<file path="src/rtl/core_pkg.sv">
// Shared types for the core front-end: next-PC selects, branch funct3 codes,
// and the fetch/execute sequencer states.
package core_pkg;

  typedef enum logic [2:0] {
    SEL_PLUS4  = 3'd0,
    SEL_JAL    = 3'd1,
    SEL_JALR   = 3'd2,
    SEL_BRANCH = 3'd3,
    SEL_MRET   = 3'd4
  } next_sel_e;

  localparam logic [2:0] F3_BEQ  = 3'b000;
  localparam logic [2:0] F3_BNE  = 3'b001;
  localparam logic [2:0] F3_BLT  = 3'b100;
  localparam logic [2:0] F3_BGE  = 3'b101;
  localparam logic [2:0] F3_BLTU = 3'b110;
  localparam logic [2:0] F3_BGEU = 3'b111;

  typedef enum logic [1:0] {
    ST_IDLE  = 2'd0,
    ST_FETCH = 2'd1,
    ST_EXEC  = 2'd2
  } pc_state_e;

  localparam logic [31:0] RESET_VEC_DEFAULT = 32'h0000_0000;

endpackage

</file>
<file path="src/rtl/branch_cond_eval.sv">
// Branch condition resolver: funct3 plus comparator flags to a taken decision.
// Undefined funct3 encodings resolve to not taken.
module branch_cond_eval
  import core_pkg::*;
(
  input  logic [2:0] funct3,
  input  logic       br_eq,
  input  logic       br_lt,
  input  logic       br_ltu,
  output logic       br_taken
);

  always_comb begin
    br_taken = 1'b0;
    case (funct3)
      F3_BEQ:  br_taken = br_eq;
      F3_BNE:  br_taken = !br_eq;
      F3_BLT:  br_taken = br_lt;
      F3_BGE:  br_taken = !br_lt;
      F3_BLTU: br_taken = br_ltu;
      F3_BGEU: br_taken = !br_ltu;
      default: br_taken = 1'b0;
    endcase
  end

endmodule

</file>
<file path="src/rtl/pc_redirect_ctrl.sv">
// PC owner and fetch/commit sequencer: runs the imem handshake and picks the
// next PC from pc+4, jump/branch targets, mtvec or mepc at commit.
//
//   state    | meaning
//   ---------+--------------------------------------------------------
//   ST_IDLE  | out of reset, one cycle before the first fetch
//   ST_FETCH | imem_req high, pc held until imem_ack
//   ST_EXEC  | instruction latched, waiting for commit to redirect pc
module pc_redirect_ctrl
  import core_pkg::*;
#(
  parameter logic [31:0] RESET_VEC    = RESET_VEC_DEFAULT,
  parameter bit          MISALIGN_CHK = 1'b1
) (
  input  logic        clk,
  input  logic        rst_n,
  output logic [31:0] pc,
  output logic        imem_req,
  input  logic        imem_ack,
  output logic        ir_valid,
  input  logic        commit,
  input  logic [2:0]  next_sel,
  input  logic [2:0]  funct3,
  input  logic        br_eq,
  input  logic        br_lt,
  input  logic        br_ltu,
  input  logic [31:0] jal_tgt,
  input  logic [31:0] jalr_tgt,
  input  logic [31:0] branch_tgt,
  input  logic [31:0] mtvec,
  input  logic [31:0] mepc,
  input  logic        intr_pend,
  input  logic        intr_en,
  output logic        mepc_we,
  output logic [31:0] mepc_val,
  output logic        trap_misalign,
  output logic        taken
);

  pc_state_e   state_q, state_d;
  next_sel_e   sel;
  logic        br_taken;
  logic [31:0] pc_plus4;
  logic [31:0] tgt;
  logic        redirect;
  logic        misalign;
  logic        intr_take;
  logic        fetch_done;
  logic        commit_fire;

  branch_cond_eval u_branch_cond_eval (
    .funct3   (funct3),
    .br_eq    (br_eq),
    .br_lt    (br_lt),
    .br_ltu   (br_ltu),
    .br_taken (br_taken)
  );

  assign fetch_done  = (state_q == ST_FETCH) && imem_ack;
  assign commit_fire = (state_q == ST_EXEC) && commit;
  // Decoded from the state register so reset drops the request asynchronously.
  assign imem_req    = (state_q == ST_FETCH);
  assign pc_plus4    = pc + 32'd4;

  always_comb begin
    sel = SEL_PLUS4;
    case (next_sel)
      SEL_JAL:    sel = SEL_JAL;
      SEL_JALR:   sel = SEL_JALR;
      SEL_BRANCH: sel = SEL_BRANCH;
      SEL_MRET:   sel = SEL_MRET;
      default:    sel = SEL_PLUS4;
    endcase
  end

  always_comb begin
    tgt      = pc_plus4;
    redirect = 1'b0;
    case (sel)
      SEL_JAL: begin
        tgt      = jal_tgt;
        redirect = 1'b1;
      end
      SEL_JALR: begin
        tgt      = jalr_tgt & ~32'd1;
        redirect = 1'b1;
      end
      SEL_BRANCH: begin
        tgt      = br_taken ? branch_tgt : pc_plus4;
        redirect = br_taken;
      end
      SEL_MRET: begin
        tgt      = mepc;
        redirect = 1'b1;
      end
      default: begin
        tgt      = pc_plus4;
        redirect = 1'b0;
      end
    endcase
  end

  // Only real redirects are checked, so a not-taken branch can never trap.
  assign misalign  = MISALIGN_CHK && redirect && (tgt[1:0] != 2'b00);
  assign intr_take = intr_pend && intr_en && (sel != SEL_MRET);

  always_comb begin
    state_d = state_q;
    case (state_q)
      ST_IDLE:  state_d = ST_FETCH;
      ST_FETCH: if (imem_ack) state_d = ST_EXEC;
      ST_EXEC:  if (commit) state_d = ST_FETCH;
      default:  state_d = ST_IDLE;
    endcase
  end

  always_ff @(posedge clk or negedge rst_n) begin
    if (!rst_n) state_q <= ST_IDLE;
    else        state_q <= state_d;
  end

  always_ff @(posedge clk or negedge rst_n) begin
    if (!rst_n) begin
      pc            <= RESET_VEC;
      ir_valid      <= 1'b0;
      mepc_we       <= 1'b0;
      mepc_val      <= 32'd0;
      trap_misalign <= 1'b0;
      taken         <= 1'b0;
    end else begin
      ir_valid      <= fetch_done;
      mepc_we       <= 1'b0;
      trap_misalign <= 1'b0;
      taken         <= 1'b0;
      if (commit_fire) begin
        if (misalign) begin
          pc            <= mtvec;
          mepc_val      <= pc;
          mepc_we       <= 1'b1;
          trap_misalign <= 1'b1;
        end else if (intr_take) begin
          // The committed instruction retires; its next PC becomes the return address.
          pc       <= mtvec;
          mepc_val <= tgt;
          mepc_we  <= 1'b1;
        end else begin
          pc    <= tgt;
          taken <= redirect;
        end
      end
    end
  end

endmodule

</file>
<file path="config.mk">
export PLATFORM = sky130hd
export DESIGN_NAME = pc_redirect_ctrl
export DESIGN_NICKNAME = d
export VERILOG_FILES = /design/src/rtl/core_pkg.sv /design/src/rtl/branch_cond_eval.sv /design/src/rtl/pc_redirect_ctrl.sv
export SDC_FILE = /design/constraint.sdc
export NUM_CORES = 1
export LEC_CHECK = 0
export CAP_MARGIN = 10
export CORE_UTILIZATION = 45
export CTS_CLUSTER_SIZE = 30
export DETAILED_ROUTE_END_ITERATION = 6
export GPL_TIMING_DRIVEN = 0
export PLACE_DENSITY = 0.89
export SLEW_MARGIN = 25
export SYNTH_ARGS = -nofsm -noshare
export SYNTH_HDL_FRONTEND = slang
export SYNTH_SLANG_ARGS = --single-unit
</file>
<file path="constraint.sdc">
create_clock -name clk -period 3.4 [get_ports clk]
set_input_delay 0.51 -clock clk [delete_from_list [all_inputs] [get_ports clk]]
set_output_delay 0.51 -clock clk [all_outputs]
set_load 0.01 [all_outputs]
</file>
== Yosys cells after proc, flatten, opt, wreduce, memory -nomap -nowiden ==
Cells that the tools add are included.
Storage, ports and cells
  register bits: 70
  output and inout port bits: 69
  input port bits: 175
  logic and storage cells: 61
Operators by class
  add/sub/neg operators: 1
  reduce and logical (&&, ||, !) cells: 15
  mux-type cells: 20
  equal/unequal tests: 18
Operators with widths (count)
  $mux W32: 5
  $pmux W32 S4: 1
  $add A32 B3 Y32 const B: 1
  $eq A3 B3 Y1 const B: 6
  $eq A3 B2 Y1 const B: 4
  $pmux W3 S4: 1
  $eq A3 B1 Y1 const B: 3
  $mux W1: 8
  $pmux W1 S6: 1
  $pmux W2 S3: 1
  $logic_and A1 B1 Y1: 5
  $mux W2: 2
  $reduce_and A2 Y1: 2
  $reduce_bool A2 Y1: 2
  $logic_not A1 Y1: 3
  $logic_not A3 Y1: 1
  $ne A3 B3 Y1 const B: 1
  $reduce_or A3 Y1: 1
  $eq A2 B1 Y1 const B: 1
  $eq A2 B2 Y1 const B: 1
  $logic_not A2 Y1: 1
  $ne A2 B1 Y1 const B: 1
  $ne A2 B2 Y1 const B: 1
  $pmux W1 S2: 1

== Depth between registers and ports, before layout ==
  depth after elaboration: 8
  gate-level depth with buffers: 9
  depth with buffers taken out: 7

== By module ==
From an unflattened synthesis, not the netlist that was laid out.
Unflattened totals
  cells, all modules: 582
  area total of the unflattened synthesis: 4810.9 um^2
By module, submodules not included
  pc_redirect_ctrl: sequential area each 1751.7 um^2, area an instance 4770.8 um^2, times used 1, cells each 577
  branch_cond_eval: sequential area each 0.0 um^2, area an instance 40.0 um^2, times used 1, cells each 5

== Worst setup path before layout ==
Ideal clock, no wire load.
  path kind: in2reg
  from: input port funct3[1]
  to: register pc[18]
  stages on the path: 8
  data arrival time: 2207 ps
  required time: 3268 ps
  setup slack: 1060 ps
  library setup time: 132 ps
  path through: mux2i_1 mux2i_2 a21oi_2 or3_1 buf_2 buf_6 nor2_1 o22ai_1
Between the ends
  longest elaborated chain between the ends: 7
  elaborated cells on any way between the ends: 14
  classes of those cells: 5 x eq/ne; 6 x mux; 3 x reduce/logical
RTL lines
  start: declaration: line pc_redirect_ctrl.sv:23  | input logic [2:0] funct3,
  $eq A3 B3 Y1 (tied with other cells): line branch_cond_eval.sv:15  | case (funct3)
  $pmux W1 S6 *: line branch_cond_eval.sv:15
  $mux W32: line pc_redirect_ctrl.sv:89  | tgt = br_taken ? branch_tgt : pc_plus4;
  $pmux W32 S4: line pc_redirect_ctrl.sv:79  | case (sel)
  $reduce_bool A2 Y1: line pc_redirect_ctrl.sv:104  | assign misalign = MISALIGN_CHK && redirect && (tgt[1:0] != 2'b00);
  $logic_and A1 B1 Y1: line pc_redirect_ctrl.sv:104
  $mux W32 *: line pc_redirect_ctrl.sv:136  | if (misalign) begin
  end signal: assignment: line pc_redirect_ctrl.sv:137  | pc <= mtvec;
  end signal: assignment: line pc_redirect_ctrl.sv:143  | pc <= mtvec;
  end signal: assignment: line pc_redirect_ctrl.sv:147  | pc <= tgt;
  end: declaration: line pc_redirect_ctrl.sv:17  | output logic [31:0] pc,
Mark *: on every way between the ends. The rest lies on a longest branch, timed or not.
A chain may end at the register's enable or synchronous reset.

== Worst setup path after layout ==
  from: input port funct3[1]
  to: register mepc_val[31]
Between the ends
  longest elaborated chain between the ends: 8
  elaborated cells on any way between the ends: 16
  classes of those cells: 5 x eq/ne; 6 x mux; 5 x reduce/logical
RTL lines
  $eq A3 B3 Y1 (tied with other cells): line branch_cond_eval.sv:15
  $pmux W1 S6 *: line branch_cond_eval.sv:15
  $mux W32: line pc_redirect_ctrl.sv:89
  $pmux W32 S4: line pc_redirect_ctrl.sv:79
  $reduce_bool A2 Y1: line pc_redirect_ctrl.sv:104
  $logic_and A1 B1 Y1: line pc_redirect_ctrl.sv:104
  $reduce_bool A2 Y1 (no source line)
  $reduce_and A2 Y1 (no source line)
  end signal: assignment: line pc_redirect_ctrl.sv:138  | mepc_val <= pc;
  end signal: assignment: line pc_redirect_ctrl.sv:144  | mepc_val <= tgt;
  end: declaration: line pc_redirect_ctrl.sv:35  | output logic [31:0] mepc_val,
Mark *: on every way between the ends. The rest lies on a longest branch, timed or not. The select of a mux whose other input is x is not followed.

==> results.md <==
- I/O pins: 244
- Asr flop ratio synth: 100%
- Routed wire length: 22.5 mm
- Internal: 3.20 mW
- Register area share after synthesis: 34.5%
- Slowest CP cell: clkdlybuf4s50_1
- Initial antenna violation count: 0
- Sink Count: 70
- Core Area: 0.0109 sq mm
- Pleak: 3.13 nW
- Clk_lat worst skew: 340 ps
- Pwr dens: 659 mW/mm^2
- Outcome: complete, no violations
- Initial core utilization: 46.5%
- Largest family of logic cells by synthesized area: compound AO/OA/AOI/OAI gates
- 1st-iter DRT viols: 773
- Sequential power share: 31.3%
- Pre-CTS setup slack: 61.8 ps
- Hold buffer count at CTS: 0
- Die area: 0.0117 sq mm
- Antenna-violating nets left: 0
- Cell variety after synth: 63
- Post-synthesis adder-cell area fraction: 0.246%
- Total grt overflow: 0
- PortBufs: 242
- Setup slack after layout: 354 ps
- Drc violations: 0
- Diode count: 0
- Crit path DAT: 3300 ps
- Critical Path Start Type: primary input
- Hold Fails Final Rpt: 0
- Layout cells sized above 1: 7.73%
- Setup Crit Path Kind: in2reg
- Post-synth EDFFs: 0
- Compound-Gate Fraction of Synth Area: 29.1%
- # resized after CTS: 0
- CTS max path bufs: 2
- Worst-Margin Slew: 990 ps
- Switching share of power: 39.5%
- Sw Pwr: 2.09 mW
- TritonCTS clock tree: done
- CTS buffer count: 9
- Multiplexer area fraction after synthesis: 3.25%
- Ys Warns: 0
- Slowest stage delay, CP: 500 ps
- GPL Wtd Cong: 0.925
- Normalized max-slew margin: 33.7%
- Clk slew on worst S/H paths: 60 ps
- Max cap viols: 0
- Clock root cell: clkbuf_16
- Final #Nets: 1051
- Post-CTS Setup Inserts: 0
- Share of power burned in the clock network: 20.1%
- Fmax achieved: 328 MHz
- Crit. End Element: flip-flop
- Synthesized area per cell: 8.18 sq um
- Clk_skew: 5.56 ps
- Tcrit/Tclk final: 89.6%
- Yosys reg bits: 70
- Minimum clock period: 3050 ps
- Crit-path cells: clkdlybuf4s50_1 > mux2i_1 > mux2_2 > o31ai_4 > clkbuf_1 > o21ai_0 > o211ai_1
- RSZ-0062 raised after global routing: false
- Synth Area in Simple Gates: 23.2%
- Combinational power share: 48.5%
- Critical path peak fanout: 10
- Die width: 108 microns
- GRT Util Overall: 38.5%
- Detailed-route via count: 6625
- H-tree depth: 3
- Netlist Area Pre-Place: 0.00508 sq mm
- Top_reg_cell synth: dfrtp_1
- Layout area overhead: 58.0%
- Post-Synthesis Cells: 621
- Pin count of the biggest net entering global routing: 43
- Iteration count of the initial detailed-routing pass: 6
- Worst hold-check path type: in2async
- Post-Synth XOR/XNOR Area: 4.66%
- Filler Cell Count: 805
- Seq. cell area: 0.00175 sq mm
- Chip height: 108 microns
- Avg WL per Cell: 22.1 microns
- Worst Hold Slack: 113 ps
- First-pass GRT wire length: 33.8 mm
- Setup Viol. Count Final: 0
- Area of the multi-input gates: 0.00307 sq mm
- FP Rows: 38
- WP data required: 3650 ps
- Vias per cell: 6.50
- Syn Nets: 797
- Pins Over Slew Limit: 0
- Vias in the first global route: 6339
- Detail Placement HPWL: 17.0 mm
- Peak VDD IR: 0.000423 V
## sequential cells by signal (all words and copies together), names as in the netlist
name	flops
mepc_val	32
pc	32
state_q	2
ir_valid	1
mepc_we	1
taken	1
trap_misalign	1
## power by group through the flow
stage               Sequential, mW  Combinational, mW  Clock [mW]
floorplan                     1.70               1.05           0
global placement              1.61               2.43           0
detailed placement            1.63               2.49           0
CTS                           1.63               2.52        1.06
global route                  1.68               2.73        1.10
finish                        1.66               2.57        1.06
## layout by cell type (no fill, tap or decap), drive strengths merged, types with 24 or more instances in the layout
cell,Yosys,routed
nor2,35,35
clkbuf,17,27
a22oi,30,30
clkdlybuf4s50,0,241
dfrtp,70,70
nand3,27,27
o211ai,24,24
nand2,99,99
o21ai,79,79
buf,32,34
## kinds of logic (layout without fill, tap and decap cells)
logic type / count (synthesis) / after routing
multiplexers: 16 / 16
XOR/XNOR: 27 / 27
AO/OA/AOI/OAI: 213 / 213
adder cells (fa/ha/maj): 1 / 1
AND/OR/NAND/NOR: 238 / 238
buffers and inverters: 56 / 315
flip-flops: 70 / 70
## Yosys cell counts (2+ instances only)
master | number | share of area (%)
a21o_1 | 4 | 0.59
a21oi_1 | 12 | 1.2
a21oi_2 | 4 | 0.69
a221o_1 | 15 | 3.0
a221oi_1 | 11 | 1.9
a22oi_1 | 30 | 4.4
a2bb2oi_1 | 5 | 0.86
a31oi_1 | 3 | 0.37
and2_1 | 3 | 0.37
and3_1 | 6 | 0.74
and4_1 | 2 | 0.34
buf_1 | 4 | 0.30
buf_2 | 26 | 2.6
buf_6 | 2 | 0.44
clkbuf_1 | 17 | 1.3
dfrtp_1 | 70 | 34
inv_1 | 6 | 0.44
mux2i_1 | 14 | 2.8
nand2_1 | 99 | 7.3
nand2b_1 | 3 | 0.37
nand3_1 | 26 | 2.6
nand3b_1 | 4 | 0.59
nand4_1 | 19 | 2.3
nor2_1 | 35 | 2.6
nor2b_1 | 9 | 1.1
nor3_1 | 8 | 0.79
nor4_1 | 2 | 0.25
o211ai_1 | 24 | 3.5
o21ai_0 | 55 | 5.4
o21ai_1 | 24 | 2.4
o21bai_1 | 2 | 0.30
o221ai_1 | 4 | 0.69
o22ai_1 | 5 | 0.62
o31ai_1 | 5 | 0.74
o31ai_2 | 2 | 0.49
o31ai_4 | 2 | 0.84
or2_2 | 3 | 0.37
or3_1 | 6 | 0.74
xnor2_1 | 22 | 3.8
xor2_1 | 5 | 0.86
## worst max-delay path, delay by kind of cell
kind	cells	cell delay [ps]
mux	2	770
buf+inv	2	1000
compound gates	3	1010
## stage by stage
stage / power [mW] / utilization [%] / setup TNS, ps / cell area (sq um) / std cells
floorplan: 2.75 / - / 0 / 5080 / 621
global placement: 4.03 / 70.2 / -36380 / 7680 / 1003
detailed placement: 4.12 / 70.4 / 0 / 7690 / 1004
CTS: 5.21 / 73.4 / 0 / 8030 / 1020
global route: 5.51 / 73.4 / 0 / 8030 / 1020
finish: 5.29 / 73.4 / 0 / 8030 / 1020
## path summary, 6_finish.rpt
check | end | slack [ps] | cells after the start | start
max | mepc_val[31]$_DFFE_PN0P_ | 350 | 7 | funct3[1]
min | mepc_val[23]$_DFFE_PN0P_ | 110 | 1 | rst_n
max reg2reg | mepc_val[21]$_DFFE_PN0P_ | 720 | 7 | pc[4]$_DFFE_PN0P_
min reg2reg | mepc_val[7]$_DFFE_PN0P_ | 490 | 2 | mepc_val[7]$_DFFE_PN0P_
max in group asynchronous | mepc_val[12]$_DFFE_PN0P_ | 2720 | 2 | rst_n
min in group clk | mepc_val[7]$_DFFE_PN0P_ | 490 | 2 | mepc_val[7]$_DFFE_PN0P_
## layout make-up
cell class | count | area share (%)
buffer | 49 | 2.88
timing repair buffer | 243 | 30.4
tap | 140 | 2.18
sequential | 70 | 21.8
multi-input combinational | 495 | 38.3
inverter | 7 | 0.327
clock buffer | 10 | 2.98
clock inverter | 6 | 1.15
## routing by layer
layer  track usage, %  wire length (microns)  up-vias
met5                0                      0        -
met4             15.3                    904        0
met3             8.56                   2660       99
met2             63.0                  10600      570
met1             49.3                   8360     3135
li1                 -                      -     2821
(Power assumes the default switching activity.)
